File: config.mk
export PLATFORM = sky130hd
export DESIGN_NAME = histo_readout
export DESIGN_NICKNAME = d
export VERILOG_FILES = /design/src/rtl/histo_pkg.sv /design/src/rtl/histo_byte_sel.sv /design/src/rtl/histo_readout.sv
export SDC_FILE = /design/constraint.sdc
export NUM_CORES = 1
export LEC_CHECK = 0
export CAP_MARGIN = 40
export CORE_ASPECT_RATIO = 1.25
export CORE_UTILIZATION = 55
export DETAILED_ROUTE_END_ITERATION = 16
export PLACE_DENSITY_LB_ADDON = 0.12
export SYNTH_ARGS = -nofsm -noshare
export SYNTH_HDL_FRONTEND = slang
export SYNTH_SLANG_ARGS = --single-unit
export TNS_END_PERCENT = 10
File: constraint.sdc
create_clock -name clkin -period 3.7 [get_ports clkin]
set_clock_uncertainty 0.05 [all_clocks]
set_input_delay 0.555 -clock clkin [delete_from_list [all_inputs] [get_ports clkin]]
set_output_delay 0.555 -clock clkin [all_outputs]
set_load 0.02 [all_outputs]
File: src/rtl/histo_pkg.sv
// -----------------------------------------------------------------------------
// histo_pkg
//   Shared constants and types for the histogram readout block.
//   - HISTO_W       : width of one histogram counter
//   - CMD_BYTE_*    : default host command byte values
//   - state_t       : readout FSM state encoding
// -----------------------------------------------------------------------------
package histo_pkg;

    localparam int HISTO_W = 32;

    localparam logic [7:0] CMD_BYTE_READ  = 8'h02;
    localparam logic [7:0] CMD_BYTE_CLEAR = 8'h03;
    localparam logic [7:0] CMD_BYTE_RDCLR = 8'h04;

    typedef enum logic [2:0] {
        ST_IDLE,
        ST_SNAP,
        ST_SEND,
        ST_CSUM,
        ST_CLEAR
    } state_t;

endpackage

File: src/rtl/histo_byte_sel.sv
// -----------------------------------------------------------------------------
// histo_byte_sel
//   Combinational byte mux over the snapshot registers. Byte i of the frame is
//   snap[8i+7:8i], i.e. counters in channel order, each little-endian.
//   An index beyond the last byte yields 8'h00.
// Ports:
//   snap  in  NCHAN*HISTO_W   captured counters
//   idx   in  IW              byte index
//   data  out 8               selected byte
// -----------------------------------------------------------------------------
module histo_byte_sel
    import histo_pkg::*;
#(
    parameter int NCHAN = 4,
    parameter int NBYTES = NCHAN * (HISTO_W / 8),
    parameter int IW = $clog2(NBYTES)
) (
    input  logic [NCHAN*HISTO_W-1:0] snap,
    input  logic [IW-1:0]            idx,
    output logic [7:0]               data
);

    always_comb begin
        data = '0;
        for (int i = 0; i < NBYTES; i++) begin
            if (idx == i[IW-1:0]) data = snap[i*8 +: 8];
        end
    end

endmodule

File: src/rtl/histo_readout.sv
// -----------------------------------------------------------------------------
// histo_readout
//   Captures NCHAN 32-bit histogram counters on a host command and streams them
//   out byte-wise over a valid/ready link; also drives the resethist clear
//   pulse back to the histogram stage. Single clock domain (clkin).
//
//   Commands: CMD_READ  -> snapshot + send
//             CMD_CLEAR -> clear pulse only
//             CMD_RDCLR -> snapshot + send, then clear pulse
//   Commands arriving while busy, and unknown bytes, are dropped.
//
//   Build option: HISTO_READOUT_CSUM_EN appends one XOR checksum byte over all
//   data bytes to every frame.
//
// Ports:
//   clkin     in   1              clock
//   nrst      in   1              synchronous active-low reset
//   rx_valid  in   1              command byte strobe
//   rx_data   in   8              command byte
//   histo_in  in   NCHAN*32       live counters, chan k at [32k+31:32k]
//   tx_data   out  8              outgoing byte
//   tx_valid  out  1              tx_data valid, held until tx_ready
//   tx_ready  in   1              sink ready
//   resethist out  1              histogram clear request
//   busy      out  1              high whenever not idle
// -----------------------------------------------------------------------------
module histo_readout
    import histo_pkg::*;
#(
    parameter int         NCHAN      = 4,
    parameter logic [7:0] CMD_READ   = CMD_BYTE_READ,
    parameter logic [7:0] CMD_CLEAR  = CMD_BYTE_CLEAR,
    parameter logic [7:0] CMD_RDCLR  = CMD_BYTE_RDCLR,
    parameter int         CLR_CYCLES = 4
) (
    input  logic                     clkin,
    input  logic                     nrst,
    input  logic                     rx_valid,
    input  logic [7:0]               rx_data,
    input  logic [NCHAN*HISTO_W-1:0] histo_in,
    output logic [7:0]               tx_data,
    output logic                     tx_valid,
    input  logic                     tx_ready,
    output logic                     resethist,
    output logic                     busy
);

    localparam int NBYTES = NCHAN * (HISTO_W / 8);
    localparam int IW     = $clog2(NBYTES);
    localparam int CW     = $clog2(CLR_CYCLES);

    localparam logic [IW-1:0] LAST_IDX = IW'(NBYTES - 1);
    localparam logic [CW-1:0] CLR_LAST = CW'(CLR_CYCLES - 1);

    state_t                   state;
    logic [NCHAN*HISTO_W-1:0] snapshot;
    logic [IW-1:0]            idx;       // index of the byte currently presented
    logic [IW-1:0]            sel_idx;
    logic [7:0]               sel_byte;
    logic [CW-1:0]            clr_cnt;
    logic                     do_clr;    // frame was started by CMD_RDCLR
    logic                     hs;
`ifdef HISTO_READOUT_CSUM_EN
    logic [7:0]               csum;      // XOR of bytes accepted so far
`endif

    assign hs = tx_valid && tx_ready;

    // While a byte is on the link the mux looks one ahead, so the next byte
    // can be loaded on the same edge as the handshake. Before the first byte
    // is presented tx_valid is low and the mux points at byte 0.
    assign sel_idx = tx_valid ? idx + 1'b1 : idx;

    histo_byte_sel #(
        .NCHAN (NCHAN)
    ) u_byte_sel (
        .snap (snapshot),
        .idx  (sel_idx),
        .data (sel_byte)
    );

    always_ff @(posedge clkin) begin
        if (!nrst) begin
            state     <= ST_IDLE;
            snapshot  <= '0;
            idx       <= '0;
            clr_cnt   <= '0;
            do_clr    <= 1'b0;
            tx_data   <= '0;
            tx_valid  <= 1'b0;
            resethist <= 1'b0;
            busy      <= 1'b0;
`ifdef HISTO_READOUT_CSUM_EN
            csum      <= '0;
`endif
        end else begin
            case (state)
                ST_IDLE: begin
                    if (rx_valid) begin
                        if (rx_data == CMD_READ || rx_data == CMD_RDCLR) begin
                            state  <= ST_SNAP;
                            busy   <= 1'b1;
                            do_clr <= (rx_data == CMD_RDCLR);
                        end else if (rx_data == CMD_CLEAR) begin
                            state     <= ST_CLEAR;
                            busy      <= 1'b1;
                            resethist <= 1'b1;
                            clr_cnt   <= '0;
                        end
                    end
                end

                ST_SNAP: begin
                    snapshot <= histo_in;
                    idx      <= '0;
                    state    <= ST_SEND;
`ifdef HISTO_READOUT_CSUM_EN
                    csum     <= '0;
`endif
                end

                ST_SEND: begin
                    if (!tx_valid) begin
                        tx_valid <= 1'b1;
                        tx_data  <= sel_byte;
                    end else if (hs) begin
`ifdef HISTO_READOUT_CSUM_EN
                        csum <= csum ^ tx_data;
`endif
                        if (idx == LAST_IDX) begin
                            idx <= '0;
`ifdef HISTO_READOUT_CSUM_EN
                            // checksum byte includes the byte just accepted
                            state   <= ST_CSUM;
                            tx_data <= csum ^ tx_data;
`else
                            tx_valid <= 1'b0;
                            if (do_clr) begin
                                state     <= ST_CLEAR;
                                resethist <= 1'b1;
                                clr_cnt   <= '0;
                            end else begin
                                state <= ST_IDLE;
                                busy  <= 1'b0;
                            end
`endif
                        end else begin
                            idx     <= idx + 1'b1;
                            tx_data <= sel_byte;
                        end
                    end
                end

`ifdef HISTO_READOUT_CSUM_EN
                ST_CSUM: begin
                    if (hs) begin
                        tx_valid <= 1'b0;
                        if (do_clr) begin
                            state     <= ST_CLEAR;
                            resethist <= 1'b1;
                            clr_cnt   <= '0;
                        end else begin
                            state <= ST_IDLE;
                            busy  <= 1'b0;
                        end
                    end
                end
`endif

                ST_CLEAR: begin
                    // resethist was raised on entry; drop it after CLR_CYCLES
                    if (clr_cnt == CLR_LAST) begin
                        resethist <= 1'b0;
                        state     <= ST_IDLE;
                        busy      <= 1'b0;
                    end else begin
                        clr_cnt <= clr_cnt + 1'b1;
                    end
                end

                default: begin
                    state     <= ST_IDLE;
                    tx_valid  <= 1'b0;
                    resethist <= 1'b0;
                    busy      <= 1'b0;
                end
            endcase
        end
    end

endmodule
== After elaboration in Yosys (flattened, before gate mapping) ==
Cells that the tools add are included.

* Register bits after elaboration: 149
* Output and inout bits: 11
* Logic and storage cells: 124

* Add/sub/neg operators: 2
* Eq/ne operators: 36
* Muxes and demuxes: 62
* Bitwise operators: 1
* Reductions and logical operators: 14

{| class="wikitable"
|+ Operators with widths
! operator !! number
|-
| 2-to-1 mux 8 bit || 19
|-
| == test 4 bit (second input constant) || 9
|-
| 2-to-1 mux 3 bit || 8
|-
| inequality test 2 bit (second input constant) || 11
|-
| AND reduction 9 bit || 2
|-
| 2-to-1 mux 1 bit || 17
|-
| == test 4 x 3 -> 1 bit (second input constant) || 4
|-
| == test 8 x 2 -> 1 bit (second input constant) || 2
|-
| 2-to-1 mux 2 bit || 8
|-
| 2-to-1 mux 4 bit || 4
|-
| one-hot mux 3 bit (4 select lines) || 1
|-
| AND reduction 3 bit || 3
|-
| == test 4 x 2 -> 1 bit (second input constant) || 2
|-
| == test 8 x 3 -> 1 bit (second input constant) || 1
|-
| one-hot mux 1 bit (4 select lines) || 2
|-
| one-hot mux 4 bit (2 select lines) || 1
|-
| AND reduction 8 bit || 1
|-
| one-hot mux 2 bit (3 select lines) || 1
|-
| AND reduction 6 bit || 1
|-
| adder 4 x 1 -> 4 bit (second input constant) || 1
|-
| == test 4 x 1 -> 1 bit (second input constant) || 1
|-
| logical NOT 4 bit || 1
|-
| == test 3 x 1 -> 1 bit (second input constant) || 1
|-
| == test 3 x 2 -> 1 bit (second input constant) || 1
|-
| other kinds (13) || 13
|}

== Depth between registers and ports, before layout ==
* Word-level depth: 22
* Depth in mapped cells: 10
* Depth with buffers taken out: 7

== By module ==
From an unflattened synthesis, not the netlist that was laid out.

* Cells, all modules: 881
* Area total of the unflattened synthesis: 6824.0 sq um

{| class="wikitable"
|+ Modules (own cells, without submodules)
! module !! instances !! cells an instance !! area an instance (sq um)
|-
| histo_readout || 1 || 692 || 5480.3
|-
| histo_byte_sel || 1 || 189 || 1343.8
|}

== Worst setup path after synthesis ==
Ideal clock, no wire load.

* Path type: input-to-reg
* Start: in rx_data[5]
* End: reg clr_cnt[1]
* Arrival: 2206 ps
* Data required time: 3583 ps
* Path slack: 1376 ps
* Stages on the path: 6
* Path buffers: 0
* Cell sequence: or4_4 -> nor3_2 -> o21ai_2 -> or3b_4 -> or3_1 -> a21oi_2

* Cells in the longest elaborated chain, start to end: 4

{| class="wikitable"
|+ Ends and longest elaborated chain
! element !! RTL line !! RTL
|-
| from (decl) || histo_readout.sv:39 || <nowiki>input logic [7:0] rx_data,</nowiki>
|-
| == test 8 x 2 -> 1 bit or == test 8 x 3 -> 1 bit (tied branches) || histo_readout.sv:100 || <nowiki>if (rx_data == CMD_READ || rx_data == CMD_RDCLR) begin</nowiki>
|-
| logical OR 1 bit || histo_readout.sv:100 ||
|-
| inequality test 2 bit (no source line) || -- ||
|-
| AND reduction 9 bit (no source line) (*) || -- ||
|-
| to (signal assigned) || histo_readout.sv:177 || <nowiki>clr_cnt <= clr_cnt + 1'b1;</nowiki>
|-
| to (decl) || histo_readout.sv:60 || <nowiki>logic [CW-1:0] clr_cnt;</nowiki>
|}

Every way passes the cells marked *; elsewhere a longest branch is shown, timed or not.
A chain may end at the register's enable or synchronous reset.

== Final worst setup path ==
* Start: reg idx[0]
* End: reg tx_data[6]

* Cells in the longest elaborated chain, start to end: 22

{| class="wikitable"
|+ Ends and longest elaborated chain
! element !! RTL line !! RTL
|-
| from (decl) || histo_readout.sv:57 || <nowiki>logic [IW-1:0] idx;</nowiki>
|-
| from (signal assigned) || histo_readout.sv:148 || <nowiki>idx <= idx + 1'b1;</nowiki>
|-
| adder 4 x 1 -> 4 bit || histo_readout.sv:72 || <nowiki>assign sel_idx = tx_valid ? idx + 1'b1 : idx;</nowiki>
|-
| 2-to-1 mux 4 bit || histo_readout.sv:72 ||
|-
| logical NOT 4 bit || histo_byte_sel.sv:26 || <nowiki>if (idx == i[IW-1:0]) data = snap[i*8 +: 8];</nowiki>
|-
| 2-to-1 mux 8 bit (16 in series) || histo_byte_sel.sv:26 ||
|-
| 2-to-1 mux 8 bit || histo_readout.sv:130 || <nowiki>if (idx == LAST_IDX) begin</nowiki>
|-
| 2-to-1 mux 8 bit || histo_readout.sv:126 || <nowiki>end else if (hs) begin</nowiki>
|-
| 2-to-1 mux 8 bit || histo_readout.sv:123 || <nowiki>if (!tx_valid) begin</nowiki>
|-
| to (signal assigned) || histo_readout.sv:125 || <nowiki>tx_data <= sel_byte;</nowiki>
|-
| to (signal assigned) || histo_readout.sv:149 || <nowiki>tx_data <= sel_byte;</nowiki>
|-
| to (decl) || histo_readout.sv:41 || <nowiki>output logic [7:0] tx_data,</nowiki>
|}

Several ways; a longest one is shown, not always the timed one. The select of a mux whose other input is x is not followed.

==> metrics.md <==
| Metric | Value |
|---|---|
| Largest net degree at the start of global routing | 90 |
| Post-DRT Antenna Nets | 0 |
| Kind of critical path | flip-flop to flip-flop |
| Final setup viols | 0 |
| CTS H-tree depth | 4 |
| Fmax | 366 MHz |
| Port Buf Inserts | 150 |
| Die width | 104 um |
| Initial drt markers | 593 |
| Die height | 130 um |
| First-pass GRT wire length | 32,300 um |
| Number of core rows | 46 |
| Synthesized area | 7170 sq um |
| FF+latch count, synth | 149 |
| Number of global-route vias before repair | 6,517 |
| Syn_nets | 1,084 |
| Share of cells above drive strength 1 | 7.70% |
| Hold-critical path depth | 2 |
| Crit-path slowest cell | a222oi_1 |
| PD cells | 391 nW/um^2 |
| Worst path arrival time | 2.99 ns |
| Post-synth EDFFs | 0 |
| Setup bufs post-CTS | 0 |
| CTS tree | built |
| Ys async rst share | 0% |
| Hold Slack | 0.403 ns |
| Area growth syn-to-layout | 30.5% |
| RR Startpoint | idx[0] |
| Area fraction of the dominant cell type after synthesis | 41.6% |
| RSZ-0062 raised after global routing | false |
| CTS sink count | 149 |
| Prevailing post-synth register cell | dfxtp_1 |
| Status | finished clean |
| Ranking of synthesized cells by area | dfxtp_1, nand2_1, a21oi_1 |
| Synth cell types | 68 |
| Starting density of the core | 56.4% |
| Pre-Repair DR Iteration Count | 6 |
| Worst min path class | flip-flop to flip-flop |
| CP cell instances | buf_4 > nand2b_1 > o22ai_1 > a222oi_1 > o22ai_1 > o211a_1 > a21bo_1 |
| WL final | 20,100 um |
| Worst EP required | 3.96 ns |
| Max-slew violation count | 0 |
| Nets | 1,194 |
| Grt ovf | 0 |
| Post-synth top cells | nand2_1, a21oi_1, dfxtp_1, clkbuf_1, nor2_1 |
| DRC viols | 0 |
| CP top delay family | compound AO/OA/AOI/OAI gates |
| Area leader, netlist | dfxtp_1 |
| Peak fanout along the critical path | 39 |
| MaxCap Viol Count | 0 |
| R2r endpoint | tx_data[6] |
| Skew-Pair Late Insertion Delay | 0.43 ns |
| Top-Level Pins | 151 |
| Ys Warns | 0 |
| DP HPWL | 14,200 um |
| GRT Util Overall | 30.2% |
| Worst reg2reg setup slack | 0.97 ns |
| Max_slew headroom | 34.1% |
| Worst Setup EP | tx_data[6] |
| Average vias per placed instance | 5.86 |
| Max VDD drop | 0.000296 V |
| Wire length per cell | 16.3 um |
| Filler cells | 1,038 |
| Gpl congestion | 0.911 |
| Post-cts gate resize count | 0 |
| Die ar. | 13,500 sq um |
| Register area | 2980 sq um |
| Leakage Power | 0.00306 uW |
| Min Tclk post-route | 2.73 ns |
| Total Power | 3660 uW |
| Stages on the worst setup path | 7 |
| Area taken by multi-input logic gates | 3850 sq um |
| Via count | 7,228 |
| Final setup TNS | 0 ns |
| Total core area | 12,700 sq um |
| Cells after Synth | 942 |
| N_diodes | 0 |
| Critical path launch point type | flip-flop |
| Final worst-path cycle share | 73.8% |
| Worst Setup SP | idx[0] |
| Hold-fix buffers at CTS | 0 |
| Worst Tran Pin Value | 0.988 ns |
| Most frequent cell after synthesis | nand2_1 |
| Clock slew at reported path FFs | 0.06 ns |
| CTS buffer count | 17 |
| Number of buffers and inverters on the critical path | 1 |
| CP endpoint kind | flip-flop |
| Initial antenna violation count | 0 |
| Root buf cell | clkbuf_16 |
| Final Hold Fails | 0 |
| Seq/Total Area, Yosys | 41.6% |
| Max incr delay on CP | 0.72 ns |
| R2R depth | 7 |
| Critical Path Most Common Cell | o22ai_1 |
| Worst-case clock buffer depth | 2 |
| Syn avg cell area | 7.62 sq um |
metal layers:
layer	wire (um)	global-route usage, %	vias up
li1	-	-	3521
met1	8460	37.7	3336
met2	9620	50.9	307
met3	1320	6.04	64
met4	671	13.8	0
met5	0	0	-
worst min-delay path by stage:
| stage | start | endpoint | slack, ns |
|---|---|---|---|
| floorplan | snapshot[57] | snapshot[57] | 0.38 |
| detailed placement | snapshot[77] | snapshot[77] | 0.40 |
| finish | snapshot[116] | snapshot[116] | 0.40 |
| CTS | snapshot[77] | snapshot[77] | 0.40 |
| global placement | snapshot[77] | snapshot[77] | 0.39 |
| global route | snapshot[116] | snapshot[116] | 0.42 |
state kept, by name (all words and copies together) (netlist names):
register,cells
tx_data,8
tx_valid,1
do_clr,1
busy,1
state,3
idx,4
clr_cnt,2
snapshot,128
resethist,1
layout by cell type, fill, tap and decap left out, types with 4 or more instances in the layout:
cell type and instances:
nand2_1 279, a21oi_1 159, clkdlybuf4s50_1 150, dfxtp_1 149, nor2_1 31, o22ai_1 23, o21ai_0 21, clkbuf_16 17
mux2i_1 15, buf_4 15, nand2b_1 14, mux2_2 14, a31oi_1 14, a222oi_1 12, nand3_1 9, inv_1 8
o2bb2ai_1 7, and2_1 6, a2111oi_0 6, o211ai_1 6, nor2b_1 5, or3_1 4, mux4_2 4, a22oi_1 4
o31ai_1 4, nor3_1 4, a22o_1 4, o21bai_1 4
layout make-up:
| class | instances | area share, % |
|---|---|---|
| clock buffers | 19 | 4.62 |
| flip-flops and latches | 149 | 31.9 |
| clock inverters | 13 | 1.84 |
| well taps | 168 | 2.24 |
| inverters | 10 | 0.428 |
| multi-input cells | 706 | 41.1 |
| repair buffers | 168 | 17.9 |
worst reg2reg max path, delay by kind of cell (launching register included):
| family | cells | cell delay (ns) |
|---|---|---|
| compound gates | 5 | 1.65 |
| flops | 1 | 0.33 |
| buf+inv | 1 | 0.39 |
| simple gates | 1 | 0.20 |
stage by stage:
step,worst slack (ns),cell area (sq um),util (%),cells
2_1_floorplan,1.38,7170,-,942
3_3_place_gp,0.925,8760,68.9,1201
3_5_place_dp,0.877,8760,68.9,1201
4_1_cts,1.04,9360,73.6,1233
5_1_grt,0.844,9360,73.6,1233
6_report,0.968,9360,73.6,1233
power breakdown:
group	leakage, uW	internal (uW)	switching (uW)	total, uW
Sequential	0.00120	1610	7.49	1620
Clock	0.000286	1070	694	1760
Combinational	0.00157	170	110	280
Total	0.00306	2850	811	3660
logic make-up after synthesis:
| kind of cell | synth area share, % |
|---|---|
| AND/OR/NAND/NOR | 22.6 |
| multiplexers | 5.55 |
| flip-flops | 41.6 |
| buffers and inverters | 4.88 |
| AO/OA/AOI/OAI | 24.8 |
| XOR/XNOR | 0.244 |
| adder cells (fa/ha/maj) | 0.349 |
Note: power is estimated with default switching activity, not from simulation.
